File: config.mk
export PLATFORM = sky130hd
export DESIGN_NAME = sipo_pack
export DESIGN_NICKNAME = d
export VERILOG_FILES = /design/src/rtl/sipo_pack.sv
export SDC_FILE = /design/constraint.sdc
export NUM_CORES = 2
export LEC_CHECK = 0
export CAP_MARGIN = 20
export CORE_AREA = 5 5 544 546
export CTS_CLUSTER_DIAMETER = 60
export CTS_CLUSTER_SIZE = 28
export DETAILED_ROUTE_END_ITERATION = 10
export DIE_AREA = 0 0 549 551
export HOLD_SLACK_MARGIN = 0.12
export SKIP_CTS_REPAIR_TIMING = 1
export SLEW_MARGIN = 20
export SYNTH_ARGS = -nofsm -noshare
export SYNTH_HDL_FRONTEND = slang
export SYNTH_SLANG_ARGS = --single-unit
File: constraint.sdc
create_clock -name clk -period 3.2 [get_ports clk]
set_input_delay 0.64 -clock clk [delete_from_list [all_inputs] [get_ports clk]]
set_output_delay 0.64 -clock clk [all_outputs]
set_load 0.005 [all_outputs]
File: src/rtl/sipo_pack.sv
// sipo_pack: packs WORD_W-bit words MSB-first into an N_WORDS-word block with a FILL/FULL handshake.
module sipo_pack #(
  parameter int WORD_W = 64,
  parameter int N_WORDS = 21,
  localparam int BLK_W = WORD_W * N_WORDS,
  localparam int CNT_W = $clog2(N_WORDS + 1)
) (
  input  logic             clk,
  input  logic             rst,
  input  logic             flush,
  input  logic             in_valid,
  input  logic             in_last,
  input  logic [WORD_W-1:0] data_in,
  output logic             in_ready,
  output logic             out_valid,
  input  logic             out_ready,
  output logic [BLK_W-1:0] data_out,
  output logic [CNT_W-1:0] out_words
);
  typedef enum logic {FILL, FULL} state_e;
  state_e state_q, state_d;
  logic [CNT_W-1:0] count_q, count_d;
  logic [BLK_W-1:0] data_q, data_d;
  always_comb begin
    state_d = state_q;
    count_d = count_q;
    data_d = data_q;
    if (state_q == FULL) begin
      if (out_ready) begin
        state_d = FILL;
        count_d = '0;
        data_d = '0;
      end
    end else if (flush) begin
      count_d = '0;
      data_d = '0;
    end else if (in_valid) begin
      data_d[BLK_W-1-WORD_W*int'(count_q) -: WORD_W] = data_in;
      count_d = count_q + 1'b1;
      state_d = (in_last || count_q == CNT_W'(N_WORDS - 1)) ? FULL : FILL;
    end
  end
  // In FULL the count doubles as the number of valid words in the block.
  always_ff @(posedge clk or negedge rst) begin
    if (!rst) begin
      state_q <= FILL;
      count_q <= '0;
      data_q <= '0;
    end else begin
      state_q <= state_d;
      count_q <= count_d;
      data_q <= data_d;
    end
  end
  assign in_ready = (state_q == FILL);
  assign out_valid = (state_q == FULL);
  assign data_out = data_q;
  assign out_words = count_q;
endmodule
* After elaboration in Yosys (flattened, before gate mapping)
Index checks and enable logic that the tools add are counted.
Word-level totals: bits in registers 1350, input bits 70, output and inout port bits 1351, logic and storage cells 28
Operators by class: reduce and logical (&&, ||, !) cells 3, equal/unequal tests 2, bitwise operators 1, multiplexer cells 14, shifts and indexed selects 2, add/subtract/negate cells 3
Operators with widths (count):
- $mux 1344 | 4
- $shift 64x33->1407 const A | 1
- $shiftx 64x33->1407 | 1
- $bwmux 1344 | 1
- $neg 12->33 | 1
- $mux 5 | 4
- $sub 11x11->12 const A | 1
- $add 5x1->5 const B | 1
- $eq 5x5->1 const B | 1
- $mux 1 | 5
- $reduce_bool 3->1 | 1
- $ne 2x2->1 const B | 1
- $reduce_and 2->1 | 1
- $logic_or 1x1->1 | 1
- $not 1->1 | 1

* Depth between registers and ports, before layout
depth in word-level cells 7, depth in mapped cells 12, depth with buffers taken out 7

* Least setup slack after synthesis
OpenSTA, ideal clock, no wires.
kind register -> register, from register count_q[0], in the netlist out_words[0], to register data_q[1313], in the netlist data_out[1313], setup time 0.125 ns, period minus slack after synthesis 2.762 ns, buffers on the path 3, setup slack 0.438 ns, arrival 2.637 ns, stages on the path, launching flop included 11, cells stage by stage dfrtp_1 -> inv_1 -> clkbuf_1 -> ha_1 -> xnor2_1 -> nor2_1 -> and3_1 -> buf_2 -> a21oi_4 -> buf_2 -> mux2_2
On the way: cells in the longest elaborated chain, start to end 7, elaborated cells between the ends (all ways) 8, classes of those cells add/sub: 2; shift: 2; mux: 4
Ends and longest elaborated chain:
- start: declaration | line 22 | logic [CNT_W-1:0] count_q, count_d;
- start signal: assignment | line 51 | count_q <= count_d;
- $sub 11x11->12 (*) | line 38 | data_d[BLK_W-1-WORD_W*int'(count_q) -: WORD_W] = data_in;
- $neg 12->33 (*) | line 38
- $shiftx 64x33->1407 or $shift 64x33->1407 (tied branches) | line 38
- $bwmux 1344 (*) | line 38
- $mux 1344 (*) | line 37 | end else if (in_valid) begin
- $mux 1344 (*) | line 34 | end else if (flush) begin
- $mux 1344 (*) | line 28 | if (state_q == FULL) begin
- end signal: assignment | line 52 | data_q <= data_d;
- end: declaration | line 23 | logic [BLK_W-1:0] data_q, data_d;
Every way passes the cells marked *; elsewhere a longest branch is shown, timed or not. The select of a mux whose other input is x is not followed. A chain may end at the register's enable or synchronous reset.

* Final worst setup path
from register count_q[0], in the netlist out_words[0], to register data_q[1169], in the netlist data_out[1169]
The elaborated chain is that of the path after synthesis.

==> Implementation_results.wiki <==
{| class="wikitable"
! Metric !! Value
|-
| DP Wirelength || roughly 200,000 µm
|-
| Port Buffer Count || around 1,400
|-
| Total wire length || 268,000 µm
|-
| Dominant cell by count in the synthesized netlist || sky130_fd_sc_hd__dfrtp_1
|-
| Sequential-to-total area share from yosys stat || 0.664
|-
| Worst max-slew margin expressed relative to the limit || 0.306
|-
| Number of core rows || between 150 and 200
|-
| Worst r2r dst || data_out[1169]
|-
| Inst Count DP || 9,429
|-
| Residual antenna-violating net count after detailed routing || 0
|-
| Final setup viols || 0
|-
| Required time reported for the critical path endpoint || between 3 and 4 ns
|-
| Clk Tree Root Cell || sky130_fd_sc_hd__clkbuf_16
|-
| Leak pwr || between 30 and 40 nW
|-
| Result of the run || completed
|-
| Library cells used by synthesis || 65
|-
| Maximum frequency from static timing analysis || about 340 MHz
|-
| Fraction of synthesized cell area in xor and xnor cells || 0.00121
|-
| Clock tree from TritonCTS || yes
|-
| Setup repair after global routing missed its margin || no
|-
| Horiz. Die Dim || ~550 µm
|-
| Starting density of the core || 0.175
|-
| Die height || 551 µm
|-
| Synth cell count leaders || sky130_fd_sc_hd__dfrtp_1, sky130_fd_sc_hd__a22o_1, sky130_fd_sc_hd__o21ai_0, sky130_fd_sc_hd__nand2_1, sky130_fd_sc_hd__nand3_1
|-
| Area growth from synthesis to layout || 49.9%
|-
| Cell area after placement || between 70,000 and 80,000 µm²
|-
| Die area || between 300,000 and 400,000 µm²
|-
| Final cycle utilization of the critical path || 0.932
|-
| Total I/O pin count || roughly 1,400
|-
| Post-Route Setup TNS || 0 ns
|-
| Critical path buffer and inverter count || 4
|-
| Number of clock buffers inserted by TritonCTS || about 120
|-
| Number of antenna violations at the first check in global routing || 40
|-
| Share of power burned in combinational logic || 0.171
|-
| Largest net degree at the start of global routing || 81
|-
| Prevailing post-synth register cell || sky130_fd_sc_hd__dfrtp_1
|-
| Number of synthesized register bits || ~1,400
|-
| Max VDD drop || approximately 0.47 mV
|-
| Clock network power share || 0.388
|-
| Capture point of the critical path || data_out[1169]
|-
| Share of final-layout standard cells stronger than drive strength 1 || 0.120
|-
| Weighted congestion at the end of routability-driven global placement || around 0.85
|-
| GRT overflow || 0
|-
| Cell type with the largest total area after synthesis || sky130_fd_sc_hd__dfrtp_1
|-
| Delay-heaviest family, CP || simple AND/OR/NAND/NOR gates
|-
| Cell area after synthesis || between 50,000 and 60,000 µm²
|-
| Post-Synth Simple-Gate Area || 0.0885
|-
| Worst path max stage delay || about 0.63 ns
|-
| Avg Synthesized Cell Area || 12.1 µm²
|-
| Total count of hold-check failures in the final report || 0
|-
| Critical path, cell by cell || inv_1 -> ha_1 -> buf_4 -> nand2b_1 -> nor3_1 -> o211ai_1 -> buf_12 -> buf_4 -> nand3_1 -> o21ai_0
|-
| Share of synthesized registers carrying an async set or reset || 1.00
|-
| Dominant cell type by count on the critical path || sky130_fd_sc_hd__buf_4
|-
| Worst reg-to-reg setup slack || ~0.22 ns
|-
| Number of fill cells in the layout || about 30,000
|-
| Category of the critical setup timing path || reg2reg
|-
| Share of total power consumed by net switching || 0.323
|-
| Number of levels in the clock H-tree || 3
|-
| Startpoint of the lowest-slack register-to-register path || out_words[0]
|-
| Maximum Capacitance Violations || 0
|-
| Vias per inst || ~4.5
|-
| Clk pin slew, worst setup/hold paths || 0.09 ns
|-
| Largest clock skew in the final design || around 0.064 ns
|-
| Hold crit path type || in2reg
|-
| CP Max Fanout || 54
|-
| Actual slew at the worst max-slew pin || 1.04 ns
|-
| Core Util, Final || 0.263
|-
| Count of non-filler cells in the finished layout || roughly 9,700
|-
| Proportion of netlist area held by the largest area contributor || 0.664
|-
| Average wire per standard cell || 27.8 µm
|-
| Post-route cell area || 76,200 µm²
|-
| Depth of the worst register-to-register path || 10
|-
| Leading cell types by total area after synthesis || sky130_fd_sc_hd__dfrtp_1, sky130_fd_sc_hd__a22o_1, sky130_fd_sc_hd__o21ai_0, sky130_fd_sc_hd__nand3_1, sky130_fd_sc_hd__nand2_1
|-
| DRC || 0
|-
| Clock sink count || 1,350
|-
| Tmin final || 2.98 ns
|-
| Crit start category || flip-flop
|-
| Sort of element at the end of the critical path || flip-flop
|-
| Cell type of the slowest stage on the worst timing path || sky130_fd_sc_hd__nor3_1
|-
| Synth warn || 0
|-
| Final layout net count || roughly 5,700
|-
| GR Util All Layers || 0.169
|-
| Number of detailed-routing iterations run before antenna repair || 6
|-
| Final-report max-slew violation count || 0
|-
| Crit. path cell count || 10
|-
| Mapped Nets || 4,287
|-
| Share of synthesized cell area in full adder, half adder and majority cells || 0.000492
|-
| Clock Path Buffers || 4
|-
| Number of vias in the routed layout || ~43,000
|-
| Count of routing violations after the opening detailed-route iteration || around 4,200
|-
| Largest family of logic cells by synthesized area || compound AO/OA/AOI/OAI gates
|-
| Startpoint of the most critical setup path || out_words[0]
|-
| Power density over the cells || roughly 540 nW/µm²
|-
| Int Power || around 28 mW
|-
| Post-synth EDFFs || 0
|-
| Post-route total power || between 40 and 50 mW
|-
| Wire length of the first global-routing pass || 363,000 µm
|-
| Number of global-route vias before repair || roughly 43,000
|-
| Core Region || ~290,000 µm²
|-
| Compound-Gate Fraction of Synth Area || 0.181
|-
| Mux share of post-synthesis cell area || 0.0237
|-
| Number of instances in the synthesized netlist || approximately 4,200
|-
| Clk_lat worst skew || between 0.8 and 0.9 ns
|-
| Arrival time at the worst endpoint || 3.72 ns
|-
| Sequential Power Share || 0.441
|-
| Net switching power || about 13 mW
|}
==> worst reg2reg max path, cell delays in order, from the launching register on <==
cell                       delay [ns]
sky130_fd_sc_hd__dfrtp_1         0.35
sky130_fd_sc_hd__inv_1           0.06
sky130_fd_sc_hd__ha_1            0.33
sky130_fd_sc_hd__buf_4           0.21
sky130_fd_sc_hd__nand2b_1        0.15
sky130_fd_sc_hd__nor3_1          0.63
sky130_fd_sc_hd__o211ai_1        0.34
sky130_fd_sc_hd__buf_12          0.24
sky130_fd_sc_hd__buf_4           0.28
sky130_fd_sc_hd__nand3_1         0.17
sky130_fd_sc_hd__o21ai_0         0.10
==> kinds of logic after synthesis <==
kind of cell,Yosys count
xor gates and xnor gates,7
buffers and inverters,451
and+or+nand+nor,1008
muxes,109
adders and majority gates,2
DFF,1350
AOI/OAI and AO/OA,1288
==> per-layer routing <==
| layer | GRT usage | wire length [µm] | up-vias |
|---|---|---|---|
| li1 | - | - | 18000 |
| met1 | 0.204 | 103000 | 22100 |
| met2 | 0.266 | 122000 | 2554 |
| met3 | 0.0638 | 29900 | 525 |
| met4 | 0.0769 | 13600 | 10 |
| met5 | 0 | 53 | - |
==> through the flow <==
step | worst slack, ns | hold WS, ns
2_1_floorplan | 0.438 | 0.344
3_3_place_gp | -0.125 | 0.464
3_5_place_dp | -0.0806 | 0.470
4_1_cts | -0.00613 | -0.292
5_1_grt | 0.0640 | 0.164
6_report | 0.216 | 0.206
==> cell type report <==
class | instances | area (µm²) | share of cell area
Multi-Input combinational cell | 2414 | 15300 | 0.201
Clock inverter | 94 | 1370 | 0.0179
Timing Repair Buffer | 1758 | 17800 | 0.233
Sequential cell | 1350 | 33800 | 0.443
Antenna cell | 18 | 45.0 | 0.000591
Tap cell | 3900 | 4880 | 0.0640
Inverter | 9 | 33.8 | 0.000443
Clock buffer | 122 | 2960 | 0.0388
==> power groups by stage <==
stage | logic, mW | clock network (mW) | registers, mW
2_1_floorplan | 2.38 | 0 | 18.4
3_3_place_gp | 7.06 | 0 | 18.4
3_5_place_dp | 7.11 | 0 | 18.4
4_1_cts | 7.13 | 16.3 | 18.1
5_1_grt | 7.48 | 16.9 | 18.2
6_report | 7.03 | 15.9 | 18.1
==> layout by cell type (no fill, tap or decap), types with 25 or more instances in the layout <==
cell                              count
sky130_fd_sc_hd__dfrtp_1           1349
sky130_fd_sc_hd__clkdlybuf4s50_1   1407
sky130_fd_sc_hd__o21ai_0            483
sky130_fd_sc_hd__buf_4              250
sky130_fd_sc_hd__o21ai_1             67
sky130_fd_sc_hd__buf_12              86
sky130_fd_sc_hd__a22o_1             511
sky130_fd_sc_hd__nor2_1             103
sky130_fd_sc_hd__mux2_1              25
sky130_fd_sc_hd__o2bb2ai_1          181
sky130_fd_sc_hd__clkbuf_16          117
sky130_fd_sc_hd__nand3_1            413
sky130_fd_sc_hd__mux2_2              65
sky130_fd_sc_hd__nand2_1            427
==> sequential cells by signal, summed over array words and instances, names as in the netlist <==
signal and flops:
data_out 1344, out_valid 1, out_words 5
==> worst min-delay path by stage <==
stage	start	endpoint	slack [ns]	cells past startpoint
after global routing	data_in[2]	data_out[1154]	0.16	3
final	data_in[2]	data_out[1154]	0.21	3
after global placement	data_out[841]	data_out[841]	0.46	2
after floorplan	rst	data_out[0]	0.34	0
after detailed placement	data_out[982]	data_out[982]	0.47	2
after CTS	rst	data_out[586]	-0.29	1
Power figures use the tool's default switching activity.
